### config.mk
export PLATFORM = sky130hd
export DESIGN_NAME = glitch_cmd_sender_flat
export DESIGN_NICKNAME = d
export VERILOG_FILES = /design/src/rtl/glitch_cmd_sender_pkg.sv /design/src/rtl/glitch_cmd_sender_if.sv /design/src/rtl/glitch_cmd_sender_uart_tx.sv /design/src/rtl/glitch_cmd_sender.sv /design/src/flat_wrapper.sv
export SDC_FILE = /design/constraint.sdc
export NUM_CORES = 1
export LEC_CHECK = 0
export BUFFER_PORTS_ARGS = -buffer_cell sky130_fd_sc_hd__buf_4
export CAP_MARGIN = 15
export CORE_UTILIZATION = 45
export DETAILED_ROUTE_END_ITERATION = 10
export PLACE_DENSITY = 0.72
export SLEW_MARGIN = 25
export SYNTH_ARGS = -nofsm -noshare
export SYNTH_HDL_FRONTEND = slang
export SYNTH_HIERARCHICAL = 1
export SYNTH_SLANG_ARGS = --single-unit
### constraint.sdc
create_clock -name clk -period 2.9 [get_ports clk]
set_input_delay 0.29 -clock clk [delete_from_list [all_inputs] [get_ports clk]]
set_output_delay 0.29 -clock clk [all_outputs]
set_load 0.05 [all_outputs]
### src/rtl/glitch_cmd_sender_pkg.sv
// Command vocabulary shared by the glitcher command sender and the receive-side decoder.
// Holds the opcode enumeration, ASCII command bytes, payload lengths and sender FSM states.
package glitch_cmd_sender_pkg;

   typedef enum logic [2:0] {
      OpDelay     = 3'd0,
      OpWidth     = 3'd1,
      OpNumPulses = 3'd2,
      OpSpacing   = 3'd3,
      OpRstLen    = 3'd4,
      OpPulseGo   = 3'd5,
      OpRstGo     = 3'd6,
      OpArm       = 3'd7
   } glitch_op_e;

   localparam logic [7:0] AsciiDelay     = 8'h64;  // 'd'
   localparam logic [7:0] AsciiWidth     = 8'h77;  // 'w'
   localparam logic [7:0] AsciiNumPulses = 8'h6E;  // 'n'
   localparam logic [7:0] AsciiSpacing   = 8'h73;  // 's'
   localparam logic [7:0] AsciiRstLen    = 8'h6C;  // 'l'
   localparam logic [7:0] AsciiPulseGo   = 8'h67;  // 'g'
   localparam logic [7:0] AsciiRstGo     = 8'h72;  // 'r'
   localparam logic [7:0] AsciiArm       = 8'h61;  // 'a'

   typedef enum logic [1:0] {
      StIdle,
      StLoad,
      StSend,
      StDone
   } send_state_e;

   function automatic logic [7:0] op_ascii(glitch_op_e op);
      logic [7:0] b;
      unique case (op)
         OpDelay:     b = AsciiDelay;
         OpWidth:     b = AsciiWidth;
         OpNumPulses: b = AsciiNumPulses;
         OpSpacing:   b = AsciiSpacing;
         OpRstLen:    b = AsciiRstLen;
         OpPulseGo:   b = AsciiPulseGo;
         OpRstGo:     b = AsciiRstGo;
         OpArm:       b = AsciiArm;
         default:     b = AsciiArm;
      endcase
      return b;
   endfunction

   function automatic logic [1:0] op_payload_len(glitch_op_e op);
      logic [1:0] n;
      unique case (op)
         OpDelay, OpSpacing, OpRstLen: n = 2'd2;
         OpWidth, OpNumPulses:         n = 2'd1;
         default:                      n = 2'd0;
      endcase
      return n;
   endfunction

   // Receive-side lookup: maps a command byte back to its opcode, flagging unknown bytes.
   function automatic logic ascii_to_op(input logic [7:0] b, output glitch_op_e op);
      logic known;
      known = 1'b1;
      unique case (b)
         AsciiDelay:     op = OpDelay;
         AsciiWidth:     op = OpWidth;
         AsciiNumPulses: op = OpNumPulses;
         AsciiSpacing:   op = OpSpacing;
         AsciiRstLen:    op = OpRstLen;
         AsciiPulseGo:   op = OpPulseGo;
         AsciiRstGo:     op = OpRstGo;
         AsciiArm:       op = OpArm;
         default: begin
            op    = OpArm;
            known = 1'b0;
         end
      endcase
      return known;
   endfunction

endpackage

### src/rtl/glitch_cmd_sender_if.sv
// Command request channel into the glitcher command sender.
interface glitch_cmd_sender_if;
   logic        cmd_valid;
   logic        cmd_ready;
   logic [2:0]  cmd_op;
   logic [15:0] cmd_data;

   modport master (
      output cmd_valid,
      output cmd_op,
      output cmd_data,
      input  cmd_ready
   );

   modport slave (
      input  cmd_valid,
      input  cmd_op,
      input  cmd_data,
      output cmd_ready
   );
endinterface

### src/rtl/glitch_cmd_sender_uart_tx.sv
// Single-byte 8N1 serializer with a registered line output.
// A new start may be taken in the last stop-bit cycle so consecutive bytes abut.
module uart_tx #(
   parameter int unsigned ClksPerBit = 10  // must be >= 2
) (
   input  logic       clk_i,
   input  logic       rst_i,
   input  logic       start_i,
   input  logic [7:0] byte_in_i,
   output logic       busy_o,
   output logic       done_o,
   output logic       tx_o
);

   localparam int unsigned CntW = (ClksPerBit > 2) ? $clog2(ClksPerBit) : 1;
   localparam logic [CntW-1:0] CntLast = CntW'(ClksPerBit - 1);
   localparam logic [CntW-1:0] CntDone = CntW'(ClksPerBit - 2);

   logic            active_q, active_d;
   logic            line_q, line_d;
   logic [8:0]      shift_q, shift_d;
   logic [3:0]      bit_q, bit_d;
   logic [CntW-1:0] cnt_q, cnt_d;
   logic            bit_end, frame_end, take;

   always_comb begin
      active_d  = active_q;
      line_d    = line_q;
      shift_d   = shift_q;
      bit_d     = bit_q;
      cnt_d     = cnt_q;
      bit_end   = (cnt_q == CntLast);
      frame_end = active_q && bit_end && (bit_q == 4'd9);
      take      = start_i && (!active_q || frame_end);

      if (take) begin
         active_d = 1'b1;
         line_d   = 1'b0;
         shift_d  = {1'b1, byte_in_i};
         bit_d    = 4'd0;
         cnt_d    = '0;
      end else if (active_q) begin
         if (bit_end) begin
            cnt_d = '0;
            if (bit_q == 4'd9) begin
               active_d = 1'b0;
               line_d   = 1'b1;
            end else begin
               // Bit index 1..8 carry data LSB first; index 9 is the stop bit shifted in.
               line_d  = shift_q[0];
               shift_d = {1'b1, shift_q[8:1]};
               bit_d   = bit_q + 4'd1;
            end
         end else begin
            cnt_d = cnt_q + 1'b1;
         end
      end

      // done fires one cycle early so the next byte can be handed over in the final stop cycle.
      done_o = active_q && (bit_q == 4'd9) && (cnt_q == CntDone);
      busy_o = active_q && !frame_end;
      tx_o   = line_q;
   end

   always_ff @(posedge clk_i) begin
      if (rst_i) begin
         active_q <= 1'b0;
         line_q   <= 1'b1;
         shift_q  <= '1;
         bit_q    <= 4'd0;
         cnt_q    <= '0;
      end else begin
         active_q <= active_d;
         line_q   <= line_d;
         shift_q  <= shift_d;
         bit_q    <= bit_d;
         cnt_q    <= cnt_d;
      end
   end

endmodule

### src/rtl/glitch_cmd_sender.sv
// Turns one accepted command into an opcode byte plus 0-2 payload bytes on the glitcher UART.
// Bytes of a command go out back-to-back; the line is idle again before cmd_ready returns.
module glitch_cmd_sender
   import glitch_cmd_sender_pkg::*;
#(
   parameter int unsigned CLK_FREQ  = 50_000_000,
   parameter int unsigned BAUD_RATE = 115200
) (
   input  logic                clk,
   input  logic                rst,
   glitch_cmd_sender_if.slave  cmd,
   output logic                uart_tx_o,
   output logic                busy_o
);

   localparam int unsigned ClksPerBit = CLK_FREQ / BAUD_RATE;

   send_state_e state_q, state_d;
   glitch_op_e  op_q, op_d;
   logic [15:0] data_q, data_d;
   logic [1:0]  rem_q, rem_d;
   logic        op_sent_q, op_sent_d;

   logic        accept;
   logic        tx_start;
   logic [7:0]  tx_byte;
   logic        tx_busy;
   logic        tx_done;

   always_comb begin
      state_d   = state_q;
      op_d      = op_q;
      data_d    = data_q;
      rem_d     = rem_q;
      op_sent_d = op_sent_q;
      tx_start  = 1'b0;
      tx_byte   = 8'h00;
      accept    = cmd.cmd_valid && (state_q == StIdle) && !rst;

      cmd.cmd_ready = (state_q == StIdle) && !rst;
      busy_o        = (state_q != StIdle) && !rst;

      unique case (state_q)
         StIdle: begin
            if (accept) begin
               op_d      = glitch_op_e'(cmd.cmd_op);
               data_d    = cmd.cmd_data;
               rem_d     = op_payload_len(glitch_op_e'(cmd.cmd_op));
               op_sent_d = 1'b0;
               state_d   = StLoad;
            end
         end
         StLoad: begin
            tx_start = 1'b1;
            if (!op_sent_q) begin
               tx_byte = op_ascii(op_q);
            end else begin
               tx_byte = (rem_q == 2'd2) ? data_q[15:8] : data_q[7:0];
               rem_d   = rem_q - 2'd1;
            end
            op_sent_d = 1'b1;
            state_d   = StSend;
         end
         StSend: begin
            // The last byte is held until its stop bit is on the line so cmd_ready
            // never returns while the frame is still in flight.
            if (rem_q != 2'd0) begin
               if (tx_done) begin
                  state_d = StLoad;
               end
            end else if (!tx_busy) begin
               state_d = StDone;
            end
         end
         StDone: begin
            state_d = StIdle;
         end
         default: begin
            state_d = StIdle;
         end
      endcase
   end

   always_ff @(posedge clk) begin
      if (rst) begin
         state_q   <= StIdle;
         op_q      <= OpDelay;
         data_q    <= 16'h0000;
         rem_q     <= 2'd0;
         op_sent_q <= 1'b0;
      end else begin
         state_q   <= state_d;
         op_q      <= op_d;
         data_q    <= data_d;
         rem_q     <= rem_d;
         op_sent_q <= op_sent_d;
      end
   end

   uart_tx #(
      .ClksPerBit(ClksPerBit)
   ) u_uart_tx (
      .clk_i    (clk),
      .rst_i    (rst),
      .start_i  (tx_start),
      .byte_in_i(tx_byte),
      .busy_o   (tx_busy),
      .done_o   (tx_done),
      .tx_o     (uart_tx_o)
   );

endmodule

### src/flat_wrapper.sv
// flat-port wrapper written by rule: the top's interface ports become plain ports
module glitch_cmd_sender_flat import glitch_cmd_sender_pkg::*;
#(
   parameter int unsigned CLK_FREQ  = 50_000_000,
   parameter int unsigned BAUD_RATE = 115200
)
  (clk, rst, uart_tx_o, busy_o, cmd_cmd_valid, cmd_cmd_op, cmd_cmd_data, cmd_cmd_ready);
  glitch_cmd_sender_if cmd_i ();
  input  logic clk;
  input  logic rst;
  output logic uart_tx_o;
  output logic busy_o;
  input wire logic [$bits(cmd_i.cmd_valid)-1:0] cmd_cmd_valid;
  input wire logic [$bits(cmd_i.cmd_op)-1:0] cmd_cmd_op;
  input wire logic [$bits(cmd_i.cmd_data)-1:0] cmd_cmd_data;
  output wire logic [$bits(cmd_i.cmd_ready)-1:0] cmd_cmd_ready;
  assign cmd_i.cmd_valid = cmd_cmd_valid;
  assign cmd_i.cmd_op = cmd_cmd_op;
  assign cmd_i.cmd_data = cmd_cmd_data;
  assign cmd_cmd_ready = cmd_i.cmd_ready;
  glitch_cmd_sender #(.CLK_FREQ(CLK_FREQ), .BAUD_RATE(BAUD_RATE)) u_core (.clk(clk), .rst(rst), .cmd(cmd_i), .uart_tx_o(uart_tx_o), .busy_o(busy_o));
endmodule
==> reports/results.txt, run 1 <==
outcome -> finished clean
Initial Util -> 47.52%
Fillers -> 534
peak supply drop -> 0.3358 mV
ANT cells -> 0
Non-Filler Instances -> 404
hold_buf cts -> 0
Post-synth EDFFs -> 0
Synth top cells by count -> dfxtp_1, nand2_1, nor2_1
DRT iter0 DRCs -> 141
CTS buffer count -> 5
DIE HEIGHT -> 78.96 um
WS Path Type -> flip-flop to flip-flop
Final Util -> 52.70%
mapped cell area -> 2665 um2
Final Power -> 1546 uW
period utilisation layout -> 79.97%
Max Cap Violations -> 0
CTS tree -> built
synth unique cells -> 51
drt wl/cell -> 13.36 um
Via density -> 5.391
hold_ws -> 0.2128 ns
clock root cell -> clkbuf_8
Cell Rows -> 27
Net Count, Synth -> 347
most common cell in the netlist -> dfxtp_1
gr ovfl total -> 0
critical path startpoint category -> flip-flop
RSZ-0062 raised after global routing -> no
synth top area cells -> dfxtp_1, nand2_1, a21oi_1, mux2i_1, ha_1
fin. max-slew vios -> 0
Final Hold Fails -> 0
FMAX -> 431.2 MHz
Cell Pwr Density -> 523.3 nW/um2
critical path required time -> 3.13 ns
Worst Path Arrival -> 2.55 ns
Cells after Synth -> 315
commonest register cell after synthesis -> dfxtp_1
Net count, final -> 363
post-synth top area cell -> dfxtp_1
HP Class -> primary input to flip-flop
YS warnings -> 6
core footprint -> 5608 um2
initial antenna violation count -> 0
die outline width -> 78.96 um
area grow syn2layout -> 10.89%
Ports -> 25
syn_area_per_cell -> 8.460 um2
RePlAce Congestion -> 0.7739
area taken by flip-flops and latches -> 1041 um2
slowest cell on the critical path -> dfxtp_1
DRT Pass-1 Iters -> 4
largest net degree at the start of global routing -> 41
Num Clock Sinks -> 52
Setup-failing EPs final -> 0
Max stage delay on crit path -> 0.59 ns
first-pass GRT wire length -> 9.487 mm
Pleak -> 0.001085 uW
Yosys top cell area share -> 39.06%
vias post-DR -> 2,178
Cell Chain, Critical Path -> nand2b_1, inv_1, and4b_1, a31oi_4, nand2_1, a311oi_1
PortBufs -> 24
Placed Cells incl. Taps -> 396
Clk Latency, worst-skew pair -> 0.31 ns
DIE AREA -> 6234 um2
Async SR Flop Fraction -> 0%
hpwl dp -> 3.728 mm
vias in the first global route -> 2,057
Max clock buf depth -> 2
layout cells sized above 1 -> 13.86%
clock skew -> 0.005741 ns
Tmin final -> 2.319 ns
sequential share of the synthesized area -> 39.06%
crit end category -> flip-flop
final setup TNS -> 0 ns
max_slew headroom -> 62.11%
clock transition at the registers of the reported paths -> 0.10 ns
Post-DRT Antenna Nets -> 0
cts repair resizes -> 0
Worst Tran Pin Value -> 0.5624 ns
H-tree Lvls -> 2
multi-input logic area -> 1458 um2
DRC -> 0
Global Route Usage Sum -> 19.31%
Post-CTS Setup Inserts -> 0
Routed WL -> 5.396 mm
critical-path maximum fanout -> 10
FF+latch count, synth -> 52
-- state kept, by name, summed over array words and instances, names as in the netlist, named ones only --
signal / flops
u_core/data_q: 16
u_core/u_uart_tx/cnt_q: 9
u_core/u_uart_tx/shift_q: 8
u_core/u_uart_tx/bit_q: 4
u_core/op_q: 3
u_core/rem_q: 2
u_core/state_q: 2
u_core/op_sent_q: 1
u_core/u_uart_tx/active_q: 1
u_core/u_uart_tx/tx_o: 1
-- critical path, delay by kind of cell (launching register included) --
| family | cells | cell delay, ns |
|---|---|---|
| AOI/OAI and AO/OA | 2 | 0.54 |
| and+or+nand+nor | 3 | 0.88 |
| DFF | 1 | 0.59 |
| buffers and inverters | 1 | 0.22 |
-- layout by cell type (no fill, tap or decap), types with 6 or more instances in the layout --
| master | instances |
|---|---|
| a21oi_1 | 31 |
| buf_4 | 25 |
| dfxtp_1 | 52 |
| ha_1 | 10 |
| inv_1 | 17 |
| mux2i_1 | 14 |
| nand2_1 | 44 |
| nand2b_1 | 8 |
| nand3_1 | 6 |
| nor2_1 | 33 |
| nor3_1 | 11 |
| nor4_1 | 6 |
| o21ai_0 | 6 |
| o31ai_1 | 8 |
| xnor2_1 | 6 |
-- path summary, 6_finish.rpt --
kind | startpoint | endpoint | slack (ns) | cells after the start
min reg2reg | u_core/rem_q[0] | u_core/rem_q[0] | 0.46 | 1
max reg2reg | u_core/state_q[1] | u_core/u_uart_tx/bit_q[1] | 0.58 | 6
max | u_core/state_q[1] | u_core/u_uart_tx/bit_q[1] | 0.58 | 6
min | cmd_cmd_data[4] | u_core/data_q[4] | 0.21 | 3
-- cell type report --
| type | count | share of cell area (%) |
|---|---|---|
| Inverter | 18 | 2.286 |
| Clock inverter | 3 | 1.439 |
| Tap cell | 72 | 3.048 |
| Multi-Input combinational cell | 229 | 49.32 |
| Timing Repair Buffer | 25 | 6.351 |
| Sequential cell | 52 | 35.22 |
| Clock buffer | 5 | 2.329 |
-- cells by family after synthesis --
logic type                 count (synthesis)  share of synthesized area (%)
adders and majority gates                 10                          4.695
xor gates and xnor gates                   8                          2.629
and+or+nand+nor                          131                          25.78
AOI/OAI and AO/OA                         64                          15.49
buffers and inverters                     34                          6.244
DFF                                       52                          39.06
muxes                                     16                          6.103
-- through the flow --
stage / instance area, um2 / worst slack, ns
final: 2955 / 0.5810
after detailed placement: 2844 / 0.5937
after CTS: 2955 / 0.5732
after global placement: 2844 / 0.6592
after floorplan: 2665 / 1.047
after global routing: 2955 / 0.3371
-- where the power goes --
part / switching (uW) / internal (uW) / leakage, uW
combinational: 136 / 103 / 0.000607
clock: 254 / 256 / 0.0000541
sequential: 40.6 / 758 / 0.000424
total: 430 / 1120 / 0.00109
-- routing by layer --
| layer | GRT usage [%] | share of wire, % | up-vias |
|---|---|---|---|
| met5 | 0 | 0 | - |
| met4 | 7.636 | 1.9 | 0 |
| met3 | 3.908 | 3.7 | 9 |
| met2 | 30.87 | 46 | 42 |
| met1 | 25.48 | 49 | 996 |
| li1 | - | - | 1131 |
Note: power is estimated with default switching activity, not from simulation.
==> run 2: changes to the inputs <==
Settings changed: PLACE_DENSITY 0.72 to 0.75.
Clock period 2.9 ns to 1.9 ns, I/O delays scaled along.
==> run 2 against run 1 <==
Against the previous run: critical endpoint is now u_core/u_uart_tx/bit_q[2]; via count is 3.9% higher; combinational power increased by 72%; cell area rose by 4.2%; clock skew is 0.0071 ns higher; hold slack got worse by 0.10 ns; critical path depth did not move.
==> reports/results.txt, run 2 (same netlist as run 1, synthesis figures left out) <==
crit end category -> flip-flop
max FFs per register -> 16 (unchanged)
Max Cap Violations -> 0 (unchanged)
Final Hold Fails -> 0 (unchanged)
PortBufs -> 24 (unchanged)
Clk Latency, worst-skew pair -> 0.31 ns (about the same)
RSZ-0062 raised after global routing -> yes
DRT iter0 DRCs -> 132 (-6.4%)
Cell Pwr Density -> 780.5 nW/um2 (+49%)
most flop-heavy register -> u_core/data_q
FMAX -> 558.7 MHz (+30%)
core footprint -> 5608 um2 (unchanged)
H-tree Lvls -> 2 (unchanged)
Max clock buf depth -> 2 (unchanged)
Net count, final -> 377 (+3.9%)
max_slew headroom -> 65.03% (+2.9 points)
dpl ws -> 0.1183 ns (-0.4753 ns)
area grow syn2layout -> 15.54%
grt met3 use -> 3.218% (-0.69 points)
Fillers -> 547 (+2.4%)
HP Class -> primary input to flip-flop
Routed WL -> 5.723 mm (+6.1%)
largest net degree at the start of global routing -> 26 (-37%)
met2 GRT Util -> 33.65% (+2.8 points)
RePlAce Congestion -> 0.8146 (+5.3%)
initial antenna violation count -> 0 (unchanged)
DRC -> 0 (unchanged)
CTS buffer count -> 5 (unchanged)
clock root cell -> clkbuf_8
Initial Util -> 47.52% (unchanged)
grt met1 use -> 25.96% (+0.48 points)
die outline width -> 78.96 um (unchanged)
clock transition at the registers of the reported paths -> 0.10 ns (about the same)
Max stage delay on crit path -> 0.43 ns (-0.16 ns)
layout cells sized above 1 -> 18.21% (+4.4 points)
gr ovfl total -> 0 (unchanged)
fin. max-slew vios -> 0 (unchanged)
Via density -> 5.416 (+0.47%)
slowest cell on the critical path -> or4_1
CTS tree -> built
critical-path maximum fanout -> 13 (+3)
final worst slack -> 0.1102 ns (-0.4708 ns)
DIE HEIGHT -> 78.96 um (unchanged)
Worst Tran Pin Value -> 0.5239 ns (-0.03848 ns)
vias in the first global route -> 2,142 (+4.1%)
outcome -> finished clean
vias post-DR -> 2,264 (+3.9%)
Ports -> 25 (unchanged)
WS Path Type -> flip-flop to flip-flop
clock skew -> 0.01285 ns (+0.007113 ns)
top flop regs -> u_core/data_q x16, u_core/u_uart_tx/cnt_q x9, u_core/u_uart_tx/shift_q x8
Global Route Usage Sum -> 19.88% (+0.56 points)
Cell Rows -> 27 (unchanged)
most common cell after layout, fill and taps aside -> dfxtp_1
hpwl dp -> 3.987 mm (+7.0%)
critical path required time -> 2.14 ns (-0.99 ns)
Setup-failing EPs final -> 0 (unchanged)
drt wl/cell -> 13.69 um (+2.5%)
first-pass GRT wire length -> 9.873 mm (+4.1%)
ANT cells -> 0 (unchanged)
period utilisation layout -> 94.20% (+14 points)
Tmin final -> 1.790 ns (-0.5292 ns)
Pleak -> 0.001161 uW (+7.0%)
Final Power -> 2403 uW (+55%)
Num Clock Sinks -> 52 (unchanged)
DIE AREA -> 6234 um2 (unchanged)
DRT Pass-1 Iters -> 4 (unchanged)
Post-DRT Antenna Nets -> 0 (unchanged)
Post-CTS Setup Inserts -> 0 (unchanged)
most frequent cells in the layout -> dfxtp_1, nand2_1, buf_4
GR peak layer -> met2
peak supply drop -> 0.3589 mV (+6.9%)
critical path startpoint category -> flip-flop
Cell Chain, Critical Path -> inv_1, ha_1, and4b_4, nand3_4, or4_1, a21oi_1
Worst Path Arrival -> 2.03 ns (-0.52 ns)
-- run 2: cell count changes in the layout (fill, tap and decap cells not counted) --
| cell | delta |
|---|---|
| nand3_4 | +1 |
| nor2_1 | -2 |
| clkinvlp_4 | -1 |
| inv_8 | +1 |
| nor2_2 | +2 |
| nand2_1 | -1 |
| buf_4 | +14 |
| nand3_2 | -1 |
| nand2_2 | +1 |
-- run 2: area by class of cell --
type	count	area, um2	area share [%]
multi-input combinational	229	1473	47.83
sequential	52	1041	33.81
timing repair buffer	39	292.8	9.508
tap	72	90.09	2.926
clock buffer	5	68.82	2.235
inverter	18	67.56	2.194
clock inverter	3	46.29	1.503
-- run 2: worst paths after layout --
| check | start | slack, ns | endpoint | cells after the start |
|---|---|---|---|---|
| setup / recovery | u_core/u_uart_tx/cnt_q[1] | 0.11 | u_core/u_uart_tx/bit_q[2] | 6 |
| hold reg to reg | u_core/rem_q[0] | 0.45 | u_core/rem_q[0] | 1 |
| setup reg to reg | u_core/u_uart_tx/cnt_q[1] | 0.11 | u_core/u_uart_tx/bit_q[2] | 6 |
| hold / removal | cmd_cmd_data[10] | 0.11 | u_core/data_q[10] | 3 |
-- run 2: through the flow --
| step | setup TNS, ns | cell area [um2] | hold slack [ns] | util, % | instances |
|---|---|---|---|---|---|
| 3_3_place_gp | 0 | 2949 | 0.4344 | 52.59 | 410 |
| 4_1_cts | 0 | 3064 | 0.1099 | 54.64 | 418 |
| 2_1_floorplan | 0 | 2665 | 0.2970 | - | 315 |
| 3_5_place_dp | 0 | 2949 | 0.4323 | 52.59 | 410 |
| 6_report | 0 | 3079 | 0.1120 | 54.91 | 418 |
| 5_1_grt | -0.02542 | 3079 | 0.1049 | 54.91 | 418 |
-- run 2: what timing repair did --
| item | CTS | global route |
|---|---|---|
| hold buffers | 0 | 0 |
| gates resized for setup | 0 | 4 |
| setup endpoints to repair | 0 | 8 |
-- run 2: power by group --
group,switching [uW],leakage (uW),internal (uW),total (uW)
logic,231,0.000677,179,410
clock network,385,0.0000600,399,784
registers,52.0,0.000424,1160,1210
total,668,0.00116,1740,2400
-- run 2: per-layer routing --
metal,vias up,routed length (um)
met4,0,70
met3,10,153
li1,1160,-
met1,1058,2797
met2,36,2702
met5,-,0
-- run 2: worst max-delay path, delay by kind of cell, from the launching register on --
family	cells	cell delay, ns
simple gates	3	0.92
flops	1	0.36
fa+ha+maj	1	0.19
compound gates	1	0.15
buf+inv	1	0.10
==> run 3: changes to the inputs <==
Settings changed: SYNTH_HIERARCHICAL 1 to unset.
==> run 3 against run 2 <==
Against the previous run: synthesized cell count down 4.1%; largest power group unchanged; critical path type unchanged; non-clock buffer count up 1; hold slack worse by 0.048 ns; worst setup slack worse by 0.0067 ns.
==> reports/results.txt, run 3 <==
Setup-failing EPs final -> 0 (unchanged)
mux cell area share after synthesis -> 4.618% (-1.5 points)
Post-Layout Inst Area -> 3088 um2 (+0.28%)
drt wl/cell -> 12.99 um (-5.1%)
Ports -> 25 (unchanged)
crit end category -> flip-flop
Net Count, Synth -> 335 (-3.5%)
first-pass GRT wire length -> 9.252 mm (-6.3%)
XOR/XNOR Fraction of Synth Area -> 3.265% (+0.64 points)
period utilisation layout -> 94.55% (+0.35 points)
CP startpoint -> u_core.u_uart_tx.bit_q[1]
Yosys top cell area share -> 38.81% (-0.26 points)
Tmin final -> 1.797 ns (+0.006721 ns)
sequential share of power -> 50.7% (+0.4 points)
Final Hold Fails -> 0 (unchanged)
clock root cell -> clkbuf_8
gr ovfl total -> 0 (unchanged)
DIE HEIGHT -> 79.21 um (+0.32%)
Final Util -> 54.74% (-0.17 points)
Net count, final -> 364 (-3.4%)
hpwl dp -> 3.672 mm (-7.9%)
DRT Pass-1 Iters -> 4 (unchanged)
mapped cell area -> 2683 um2 (+0.66%)
worst reg-to-reg setup slack -> 0.10 ns (about the same)
Fillers -> 502 (-8.2%)
CP endpoint -> u_core.u_uart_tx.shift_q[5]
worst reg-to-reg path cell count -> 7 (+1)
RePlAce Congestion -> 0.8134 (-0.15%)
H-tree Lvls -> 2 (unchanged)
YS warnings -> 0 (-6)
FMAX -> 556.6 MHz (-0.37%)
largest net degree at the start of global routing -> 38 (+46%)
critical path startpoint category -> flip-flop
Post-synth EDFFs -> 0 (unchanged)
FF+latch count, synth -> 52 (unchanged)
HP Class -> primary input to flip-flop
synth top area cells -> dfxtp_1, o21ai_0, ha_1, nand2b_1, nand2_1
most flop-heavy register -> u_core.data_q
Global Route Usage Sum -> 18.73% (-1.1 points)
Num Clock Sinks -> 52 (unchanged)
most common cell in the netlist -> dfxtp_1
syn_area_per_cell -> 8.883 um2 (+5.0%)
vias in the first global route -> 2,008 (-6.3%)
clock skew -> 0.007483 ns (-0.005371 ns)
sequential share of the synthesized area -> 38.81% (-0.26 points)
Worst Path Arrival -> 2.00 ns (-0.03 ns)
peak supply drop -> 0.6008 mV (+67%)
fin. max-slew vios -> 0 (unchanged)
critical-path maximum fanout -> 5 (-8)
most common cell after layout, fill and taps aside -> dfxtp_1
Post-DRT Antenna Nets -> 0 (unchanged)
Max Cap Violations -> 0 (unchanged)
Clk network pwr share -> 31.6% (-1.0 points)
DRT iter0 DRCs -> 172 (+30%)
Cell Rows -> 27 (unchanged)
die outline width -> 79.21 um (+0.32%)
RR Startpoint -> u_core.u_uart_tx.bit_q[1]
Non-Filler Instances -> 404 (-3.3%)
vias post-DR -> 2,144 (-5.3%)
DRC -> 0 (unchanged)
Max clock buf depth -> 2 (unchanged)
critical path required time -> 2.11 ns (-0.03 ns)
worst reg2reg endpoint -> u_core.u_uart_tx.shift_q[5]
Placed Cells incl. Taps -> 393 (-4.1%)
commonest register cell after synthesis -> dfxtp_1
Initial Util -> 47.55% (about the same)
WS Path Type -> flip-flop to flip-flop
final worst slack -> 0.1035 ns (-0.006721 ns)
adder-cell share of the synthesized area -> 5.131% (+0.44 points)
dpl ws -> 0.02676 ns (-0.09158 ns)
post-synth top area cell -> dfxtp_1
Clk Latency, worst-skew pair -> 0.31 ns (about the same)
DIE AREA -> 6274 um2 (+0.65%)
initial antenna violation count -> 0 (unchanged)
Worst Tran Pin Value -> 0.5364 ns (+0.01254 ns)
max FFs per register -> 16 (unchanged)
outcome -> finished clean
synth unique cells -> 52 (+2.0%)
Cell Pwr Density -> 778.1 nW/um2 (-0.31%)
PortBufs -> 24 (unchanged)
Cells after Synth -> 302 (-4.1%)
layout cells sized above 1 -> 19.58% (+1.4 points)
multi-input logic area -> 1504 um2 (+2.1%)
main combinational cell family by area after synthesis -> simple AND/OR/NAND/NOR gates
most frequent cells in the layout -> dfxtp_1, buf_4, o21ai_0
fraction of the mapped netlist area in simple logic gates -> 25.65% (-0.12 points)
max_slew headroom -> 64.20% (-0.83 points)
Compound-Gate Fraction of Synth Area -> 16.93% (+1.4 points)
sw frac -> 26.97% (-0.83 points)
top flop regs -> u_core.data_q x16, u_core.u_uart_tx.cnt_q x9, u_core.u_uart_tx.shift_q x8
clock transition at the registers of the reported paths -> 0.10 ns (about the same)
ANT cells -> 0 (unchanged)
Async SR Flop Fraction -> 0% (unchanged)
CTS buffer count -> 5 (unchanged)
Synth top cells by count -> dfxtp_1, o21ai_0, nand2_1
hold_buf cts -> 0 (unchanged)
combinational share of power -> 17.7% (+0.6 points)
Routed WL -> 5.248 mm (-8.3%)
area grow syn2layout -> 15.11%
Sw Pwr -> 647.9 uW (-3.0%)
area taken by flip-flops and latches -> 1041 um2 (unchanged)
CTS tree -> built
Via density -> 5.307 (-2.0%)
internal power -> 1755 uW (+1.1%)
Pleak -> 0.001203 uW (+3.6%)
placed instance area -> 2945 um2 (-0.13%)
core footprint -> 5642 um2 (+0.60%)
## run 3: cell count changes after synthesis, moves of 5 or more
cell	change
nor3_1	-7
nor4_1	-5
o21ai_0	+23
mux2i_1	-5
o31ai_1	-8
inv_1	-5
nand3b_1	+5
nand2b_1	+12
a21oi_1	-15
nand2_1	-16
nor2_1	-10
## run 3: layout make-up
type / instances / area share [%]
multi-input combinational: 220 / 48.70
sequential: 52 / 33.71
timing repair buffer: 40 / 9.724
tap: 72 / 2.917
clock buffer: 6 / 2.350
inverter: 12 / 1.459
clock inverter: 2 / 1.135
## run 3: cells by family after synthesis
logic type | after synthesis
muxes | 12
adders and majority gates | 11
DFF | 52
and+or+nand+nor | 113
xor gates and xnor gates | 10
buffers and inverters | 30
AOI/OAI and AO/OA | 74
## run 3: how the worst min path moves through the flow
stage                     cells after the start                 to              from  slack (ns)
after floorplan                               2   u_core.data_q[0]   cmd_cmd_data[0]        0.30
after global placement                        3   u_core.data_q[7]   cmd_cmd_data[7]        0.38
after detailed placement                      3  u_core.data_q[12]  cmd_cmd_data[12]        0.39
after CTS                                     3  u_core.data_q[12]  cmd_cmd_data[12]        0.06
after global routing                          3   u_core.data_q[7]   cmd_cmd_data[7]        0.06
final                                         3  u_core.data_q[12]  cmd_cmd_data[12]        0.06
## run 3: power by group through the flow
stage	logic, uW	registers (uW)	clock network, uW
floorplan	296	1230	0
global route	479	1230	822
finish	424	1220	760
detailed placement	417	1240	0
global placement	411	1240	0
CTS	419	1220	778
## run 3: what timing repair did
action | in CTS | in global routing
gates resized for setup | 0 | 2
setup buffers | 0 | 3
setup endpoints to repair | 0 | 14
## run 3: metrics by stage
| step | setup TNS [ns] | hold slack [ns] | power [uW] |
|---|---|---|---|
| after floorplan | 0 | 0.2986 | 1528 |
| after detailed placement | 0 | 0.3900 | 1659 |
| after global routing | -0.01011 | 0.05728 | 2530 |
| after CTS | 0 | 0.05875 | 2414 |
| final | 0 | 0.06355 | 2403 |
| after global placement | 0 | 0.3833 | 1650 |
## run 3: layer usage
layer	track usage [%]	vias to the layer above	part of all wire (%)
met1	26.20	981	50
met3	4.023	9	4.4
met4	7.455	0	2.1
met2	27.76	42	44
li1	-	1112	-
met5	0	-	0
## run 3: critical path, cell delays in order, from the launching register on
cell and delay, ns:
dfxtp_1 0.38, inv_1 0.06, ha_1 0.20, nand3b_1 0.16
nor4_4 0.07, buf_4 0.14, or3_1 0.35, a311o_1 0.35
